===== src/rtl/aes_uart_if.sv =====
// Signal bundle between aes_uart_ctrl and its UART receiver/transmitter and aes256_enc core.
interface aes_uart_if;
  logic [7:0]   rx_data;
  logic         rx_valid;
  logic [7:0]   tx_data;
  logic         tx_start;
  logic         tx_busy;
  logic [255:0] key_out;
  logic [127:0] blk_out;
  logic         enc_start;
  logic         enc_ready;
  logic [127:0] enc_data;
  logic         busy;
  logic         overrun;

  modport master (
    input  rx_data, rx_valid, tx_busy, enc_ready, enc_data,
    output tx_data, tx_start, key_out, blk_out, enc_start, busy, overrun
  );

  modport slave (
    output rx_data, rx_valid, tx_busy, enc_ready, enc_data,
    input  tx_data, tx_start, key_out, blk_out, enc_start, busy, overrun
  );
endinterface


===== src/rtl/aes_uart_ctrl.sv =====
// Frames UART bytes into a 256-bit key and 128-bit blocks for aes256_enc,
// then streams the ciphertext back out through the UART transmitter, MSB byte first.
module aes_uart_ctrl #(
  parameter logic [7:0]  CMD_KEY        = 8'h4B,
  parameter logic [7:0]  CMD_DATA       = 8'h44,
  parameter int unsigned TIMEOUT_CYCLES = 1000000
) (
  input  logic        clk,
  input  logic        reset_n,
  aes_uart_if.master  bus
);

  typedef enum logic [2:0] {
    S_IDLE     = 3'd0,
    S_RX_KEY   = 3'd1,
    S_RX_DATA  = 3'd2,
    S_START    = 3'd3,
    S_WAIT_ENC = 3'd4,
    S_TX_SEND  = 3'd5,
    S_TX_GAP   = 3'd6
  } state_t;

  localparam bit          TO_EN   = (TIMEOUT_CYCLES != 32'd0);
  localparam logic [31:0] TO_LAST = TO_EN ? 32'(TIMEOUT_CYCLES - 32'd1) : 32'd0;

  state_t         r_state;
  state_t         w_next;
  logic [4:0]     r_byte_cnt;
  logic [4:0]     r_tx_cnt;
  logic [31:0]    r_idle_cnt;
  logic [247:0]   r_stage;
  logic [255:0]   r_key;
  logic [127:0]   r_blk;
  logic [127:0]   r_tx_shift;
  logic [7:0]     r_tx_last;
  logic           r_rdy_prev;
  logic           w_timeout;
  logic           w_rdy_edge;
  logic           w_tx_fire;
  logic           w_overrun;

  assign w_timeout  = TO_EN && (r_idle_cnt == TO_LAST);
  assign w_rdy_edge = bus.enc_ready && !r_rdy_prev;

  // State register.
  always_ff @(posedge clk or negedge reset_n) begin
    if (!reset_n) begin
      r_state <= S_IDLE;
    end else begin
      r_state <= w_next;
    end
  end

  // Next-state decode plus the strobes that must respond in the same cycle.
  always_comb begin
    w_next    = r_state;
    w_tx_fire = 1'b0;
    w_overrun = 1'b0;
    case (r_state)
      S_IDLE: begin
        if (bus.rx_valid && (bus.rx_data == CMD_KEY)) begin
          w_next = S_RX_KEY;
        end else if (bus.rx_valid && (bus.rx_data == CMD_DATA)) begin
          w_next = S_RX_DATA;
        end else begin
          w_next = S_IDLE;
        end
      end
      S_RX_KEY: begin
        if (bus.rx_valid) begin
          w_next = (r_byte_cnt == 5'd31) ? S_IDLE : S_RX_KEY;
        end else if (w_timeout) begin
          w_next = S_IDLE;
        end else begin
          w_next = S_RX_KEY;
        end
      end
      S_RX_DATA: begin
        if (bus.rx_valid) begin
          w_next = (r_byte_cnt == 5'd15) ? S_START : S_RX_DATA;
        end else if (w_timeout) begin
          w_next = S_IDLE;
        end else begin
          w_next = S_RX_DATA;
        end
      end
      S_START: begin
        w_overrun = bus.rx_valid;
        w_next    = S_WAIT_ENC;
      end
      S_WAIT_ENC: begin
        w_overrun = bus.rx_valid;
        if (w_rdy_edge) begin
          w_next = S_TX_SEND;
        end else begin
          w_next = S_WAIT_ENC;
        end
      end
      S_TX_SEND: begin
        w_overrun = bus.rx_valid;
        if (!bus.tx_busy) begin
          w_tx_fire = 1'b1;
          w_next    = S_TX_GAP;
        end else begin
          w_next = S_TX_SEND;
        end
      end
      S_TX_GAP: begin
        w_overrun = bus.rx_valid;
        w_next    = (r_tx_cnt < 5'd16) ? S_TX_SEND : S_IDLE;
      end
      default: begin
        w_next = S_IDLE;
      end
    endcase
  end

  // Frame assembly, idle timer, completion edge history and transmit shifter.
  always_ff @(posedge clk or negedge reset_n) begin
    if (!reset_n) begin
      r_byte_cnt <= 5'd0;
      r_tx_cnt   <= 5'd0;
      r_idle_cnt <= 32'd0;
      r_stage    <= 248'd0;
      r_key      <= 256'd0;
      r_blk      <= 128'd0;
      r_tx_shift <= 128'd0;
      r_tx_last  <= 8'd0;
      r_rdy_prev <= 1'b0;
    end else begin
      // Forcing the history high in START masks a ready left high by the previous block.
      r_rdy_prev <= (r_state == S_START) ? 1'b1 : bus.enc_ready;
      case (r_state)
        S_IDLE: begin
          r_byte_cnt <= 5'd0;
          r_idle_cnt <= 32'd0;
          if (w_next == S_RX_KEY) begin
            r_stage <= 248'd0;
          end
        end
        S_RX_KEY: begin
          if (bus.rx_valid) begin
            r_stage    <= {r_stage[239:0], bus.rx_data};
            r_byte_cnt <= r_byte_cnt + 5'd1;
            r_idle_cnt <= 32'd0;
            if (r_byte_cnt == 5'd31) begin
              r_key <= {r_stage, bus.rx_data};
            end
          end else if (w_timeout) begin
            r_stage    <= 248'd0;
            r_idle_cnt <= 32'd0;
          end else begin
            r_idle_cnt <= r_idle_cnt + 32'd1;
          end
        end
        S_RX_DATA: begin
          if (bus.rx_valid) begin
            r_blk      <= {r_blk[119:0], bus.rx_data};
            r_byte_cnt <= r_byte_cnt + 5'd1;
            r_idle_cnt <= 32'd0;
          end else if (w_timeout) begin
            r_idle_cnt <= 32'd0;
          end else begin
            r_idle_cnt <= r_idle_cnt + 32'd1;
          end
        end
        S_WAIT_ENC: begin
          if (w_rdy_edge) begin
            r_tx_shift <= bus.enc_data;
            r_tx_cnt   <= 5'd0;
          end
        end
        S_TX_SEND: begin
          if (w_tx_fire) begin
            r_tx_last  <= r_tx_shift[127:120];
            r_tx_shift <= {r_tx_shift[119:0], 8'h00};
            r_tx_cnt   <= r_tx_cnt + 5'd1;
          end
        end
        default: begin
        end
      endcase
    end
  end

  // tx_data shows the new byte in the start cycle, then holds it while the UART is busy.
  assign bus.tx_data   = w_tx_fire ? r_tx_shift[127:120] : r_tx_last;
  assign bus.tx_start  = w_tx_fire;
  assign bus.overrun   = w_overrun;
  assign bus.enc_start = (r_state == S_START);
  assign bus.busy      = (r_state != S_IDLE);
  assign bus.key_out   = r_key;
  assign bus.blk_out   = r_blk;

endmodule


===== src/flat_wrapper.sv =====
// flat-port wrapper written by rule: the top's interface ports become plain ports
module aes_uart_ctrl_flat 
#(
  parameter logic [7:0]  CMD_KEY        = 8'h4B,
  parameter logic [7:0]  CMD_DATA       = 8'h44,
  parameter int unsigned TIMEOUT_CYCLES = 1000000
)
  (clk, reset_n, bus_rx_data, bus_rx_valid, bus_tx_busy, bus_enc_ready, bus_enc_data, bus_tx_data, bus_tx_start, bus_key_out, bus_blk_out, bus_enc_start, bus_busy, bus_overrun);
  aes_uart_if bus_i ();
  input  logic clk;
  input  logic reset_n;
  input wire logic [$bits(bus_i.rx_data)-1:0] bus_rx_data;
  input wire logic [$bits(bus_i.rx_valid)-1:0] bus_rx_valid;
  input wire logic [$bits(bus_i.tx_busy)-1:0] bus_tx_busy;
  input wire logic [$bits(bus_i.enc_ready)-1:0] bus_enc_ready;
  input wire logic [$bits(bus_i.enc_data)-1:0] bus_enc_data;
  output wire logic [$bits(bus_i.tx_data)-1:0] bus_tx_data;
  output wire logic [$bits(bus_i.tx_start)-1:0] bus_tx_start;
  output wire logic [$bits(bus_i.key_out)-1:0] bus_key_out;
  output wire logic [$bits(bus_i.blk_out)-1:0] bus_blk_out;
  output wire logic [$bits(bus_i.enc_start)-1:0] bus_enc_start;
  output wire logic [$bits(bus_i.busy)-1:0] bus_busy;
  output wire logic [$bits(bus_i.overrun)-1:0] bus_overrun;
  assign bus_i.rx_data = bus_rx_data;
  assign bus_i.rx_valid = bus_rx_valid;
  assign bus_i.tx_busy = bus_tx_busy;
  assign bus_i.enc_ready = bus_enc_ready;
  assign bus_i.enc_data = bus_enc_data;
  assign bus_tx_data = bus_i.tx_data;
  assign bus_tx_start = bus_i.tx_start;
  assign bus_key_out = bus_i.key_out;
  assign bus_blk_out = bus_i.blk_out;
  assign bus_enc_start = bus_i.enc_start;
  assign bus_busy = bus_i.busy;
  assign bus_overrun = bus_i.overrun;
  aes_uart_ctrl #(.CMD_KEY(CMD_KEY), .CMD_DATA(CMD_DATA), .TIMEOUT_CYCLES(TIMEOUT_CYCLES)) u_core (.clk(clk), .reset_n(reset_n), .bus(bus_i));
endmodule

===== config.mk =====
export PLATFORM = sky130hd
export DESIGN_NAME = aes_uart_ctrl_flat
export DESIGN_NICKNAME = d
export VERILOG_FILES = /design/src/rtl/aes_uart_if.sv /design/src/rtl/aes_uart_ctrl.sv /design/src/flat_wrapper.sv
export SDC_FILE = /design/constraint.sdc
export NUM_CORES = 1
export LEC_CHECK = 0
export ABC_AREA = 1
export CORE_MARGIN = 10
export CORE_UTILIZATION = 35
export DETAILED_ROUTE_END_ITERATION = 10
export GPL_TIMING_DRIVEN = 0
export SLEW_MARGIN = 15
export SYNTH_ARGS = -nofsm -noshare
export SYNTH_HDL_FRONTEND = slang
export SYNTH_SLANG_ARGS = --single-unit
export TNS_END_PERCENT = 1

===== constraint.sdc =====
create_clock -name clk -period 3.9 [get_ports clk]
set_clock_uncertainty 0.15 [all_clocks]
set_input_delay 0.78 -clock clk [delete_from_list [all_inputs] [get_ports clk]]
set_output_delay 0.78 -clock clk [all_outputs]
set_load 0.03 [all_outputs]

==> reports/summary.txt <==
Slowest cell delay on critical path - 510 ps
Syn-to-layout area delta - 31.13%
Largest family of logic cells by synthesized area - simple AND/OR/NAND/NOR gates
Final setup viols - 0
Total gr overflow - 0
Post-synthesis adder-cell area fraction - 0.1899%
Detailed Place HPWL - 79900 µm
GRT Overall Usage - 19.51%
Synth Area in XOR/XNOR - 0.3988%
Peak Freq - 268.3 MHz
Die Area - 106800 µm²
Fraction of layout cells with a size suffix above 1 - 7.111%
Sequential share of the synthesized area - 61.83%
Maxcap violations - 0
Met3 usage - 7.389%
Synthesized flop and latch total - 814
Outcome - finished clean
Synth warn - 0
Root Driver - clkbuf_16
Most frequent cells in the layout - nand2_1 (1380), dfrtp_1 (814), clkdlybuf4s50_1 (526)
Final TNS setup - 0 ps
Top FF cell, synth - dfrtp_1
Busiest grt layer - met2
Yosys top cell by area - dfrtp_1
Reg-to-reg setup timing slack - 1120 ps
Reg-to-reg endpoint - u_core.r_stage[121]
DR vias - 25080
Initial antenna violation count - 44
Required time worst endpoint - 2970 ps
First-pass GRT wire length - 161200 µm
Slew Limit Headroom - 41.94%
Vias in the first global route - 25620
Post-Synth Simple-Gate Area - 17.90%
Fin nets - 4082
Hold wc startpoint - u_core.r_stage[242]
Final Max Slew Viols - 0
DRC - 0
Hold path depth - 2
EDFF count, synth - 0
Most common cell after layout, fill and taps aside - nand2_1
# Post-CTS Setup Buffers - 0
Vias per cell - 4.756
Worst-path clk slew - 60 ps
CTS tree - done
Type of origin of the critical path - input pin
Crit share post-route - 95.57%
Final Hold Fails - 0
# fillers - 8895
Minimum clock period - 3727 ps
Worst-path fanout max - 10
Core area - 93330 µm²
Cts bufs inserted - 90
Core Util, Final - 46.29%
Cells after synthesis - 3297
Synth Area in Compound Gates - 5.819%
R2R cell count - 12
Worst min path class - flop to flop
IO buf count - 536
Synth Cell Area - 32940 µm²
Final ANT Viol Nets - 0
Largest net degree at the start of global routing - 101
Die width - 326.8 µm
# IOs - 537
Pwr Total - 23950 µW
Leakage - 0.02154 µW
CP bufs+invs - 5
Net Count, Synth - 3443
RSZ-0062 raised after global routing - false
Avg Inst Size Synth - 9.992 µm²
Synth top area share - 61.83%
Critical path class - input pin to output pin
Slowest stage cell, crit path - clkdlybuf4s50_1
Slew at the pin with the worst max-slew slack - 867.6 ps
Clk sinks - 814
Top cells by area, synth - dfrtp_1 (62%), nand2_1 (16%), mux2_1 (8.3%)
Power per cell area - 554.4 nW/µm²
Worst path cell trace - clkdlybuf4s50_1 -> inv_1 -> clkbuf_1 -> clkbuf_2 -> a31oi_1 -> dlygate4sd2_1
Routed length per placed instance - 20.08 µm
Clock buffer depth - 3
Routability Congestion - 0.8786
Met1 Use GR - 24.02%
Critical path's top delay family - buffers and inverters
Die Y - 326.8 µm
Critical Path Sink Type - output pin
Post-synthesis mux area share - 8.508%
Num rows - 112
Arrival @ worst endpoint - 2800 ps
Post-synth ARST share - 100.0%
Reg-to-reg startpoint - u_core.r_idle_cnt[0]
Initial DRC count - 1734
WHS Endpoint - u_core.r_stage[242]
GRT met2 Usage - 31.36%
Initial DRT Pass Iterations - 5
Netlist cell types - 36
Final WL - 105900 µm
Initial Util - 35.30%
Clk_lat worst skew - 660 ps
CTS H-Tree Depth - 3
Peak supply drop - 0.5195 mV
==> kinds of logic after synthesis <==
group	count (synthesis)
AND/OR/NAND/NOR	1531
multiplexers	249
flip-flops	814
XOR/XNOR	15
adder cells (fa/ha/maj)	5
AO/OA/AOI/OAI	319
buffers and inverters	364
==> power breakdown <==
| group | total (µW) | internal (µW) | leakage (µW) | switching (µW) |
|---|---|---|---|---|
| registers | 10200 | 9540 | 0.0111 | 651 |
| clock network | 8700 | 5120 | 0.00149 | 3580 |
| logic | 5060 | 1610 | 0.00894 | 3450 |
| total | 23900 | 16300 | 0.0215 | 7680 |
==> how the worst max path moves through the flow <==
stage | startpoint | to | depth (start not counted) | slack, ps
final | bus_rx_valid | bus_overrun | 6 | 170
after global routing | u_core.r_state[0] | bus_tx_data[6] | 9 | 0.4
after CTS | u_core.r_state[1] | bus_tx_data[1] | 7 | 10
after detailed placement | bus_tx_busy | bus_tx_data[1] | 6 | -950
after global placement | reset_n | u_core.bus.key_out[96] | 1 | -36190
after floorplan | bus_tx_busy | bus_tx_data[0] | 4 | 540
==> routing by layer <==
| metal | vias up | share of wire (%) |
|---|---|---|
| li1 | 11840 | - |
| met4 | 66 | 2.9 |
| met1 | 12280 | 42 |
| met5 | - | 0.39 |
| met2 | 676 | 46 |
| met3 | 222 | 8.5 |
==> metrics by stage <==
stage | setup slack, ps | cell area (µm²) | hold WS [ps] | cells
final | 172.8 | 43200 | 312.5 | 5273
after global routing | 0.4101 | 43190 | 339.6 | 5270
after CTS | 9.506 | 43200 | 318.8 | 5262
after detailed placement | -949.7 | 40150 | 304.3 | 5097
after global placement | -36190 | 39880 | 300.2 | 5087
after floorplan | 544.0 | 32940 | 284.8 | 3297
==> repair_timing <==
| item | CTS | global route |
|---|---|---|
| hold buffers | 1 | 0 |
| resized for setup | 39 | 10 |
| cloned | 0 | 0 |
| endpoints found under the hold margin | 58 | 0 |
| endpoints found under the setup margin | 9 | 8 |
==> worst register-to-register path, cell delays in order (launching register included) <==
cell and delay [ps]:
dfrtp_1 420, ha_1 220, inv_1 100, nor2_2 310
nand3_1 150, nor2_1 120, nand2_1 110, nand3_1 120
nand2_1 220, buf_2 330, buf_2 270, nand2_1 80
nand2_1 50
==> sequential cells by signal, summed over array words and instances (netlist names), 3 cells and up <==
name / flops
u_core.bus.blk_out: 128
u_core.r_tx_last: 8
u_core.r_tx_cnt: 5
u_core.r_idle_cnt: 32
u_core.r_tx_shift: 128
u_core.r_state: 3
u_core.r_byte_cnt: 5
u_core.bus.key_out: 256
u_core.r_stage: 248
==> synth_stat cells, types with 4 or more instances <==
cell,instances
nand2_1,1380
dfrtp_1,814
mux2_1,244
inv_1,187
o21ai_0,165
o211ai_1,120
nor2_1,84
clkbuf_1,57
buf_2,46
buf_6,37
nand3_1,31
nand4_1,21
o21ai_1,21
buf_4,16
buf_1,15
xor2_1,13
nor3_1,6
a21oi_1,5
ha_1,5
mux2_2,4
o31ai_1,4
==> cell type report <==
cell class | instances | area [µm²] | share of cell area, %
sequential | 814 | 20370 | 47.15
multi-input combinational | 2119 | 10830 | 25.07
timing repair buffer | 547 | 5623 | 13.02
clock buffer | 128 | 2597 | 6.013
tap | 1254 | 1569 | 3.632
buffer | 172 | 1045 | 2.418
inverter | 192 | 720.7 | 1.668
clock inverter | 36 | 416.7 | 0.9645
antenna | 11 | 27.53 | 0.06372
Power figures use the tool's default switching activity.
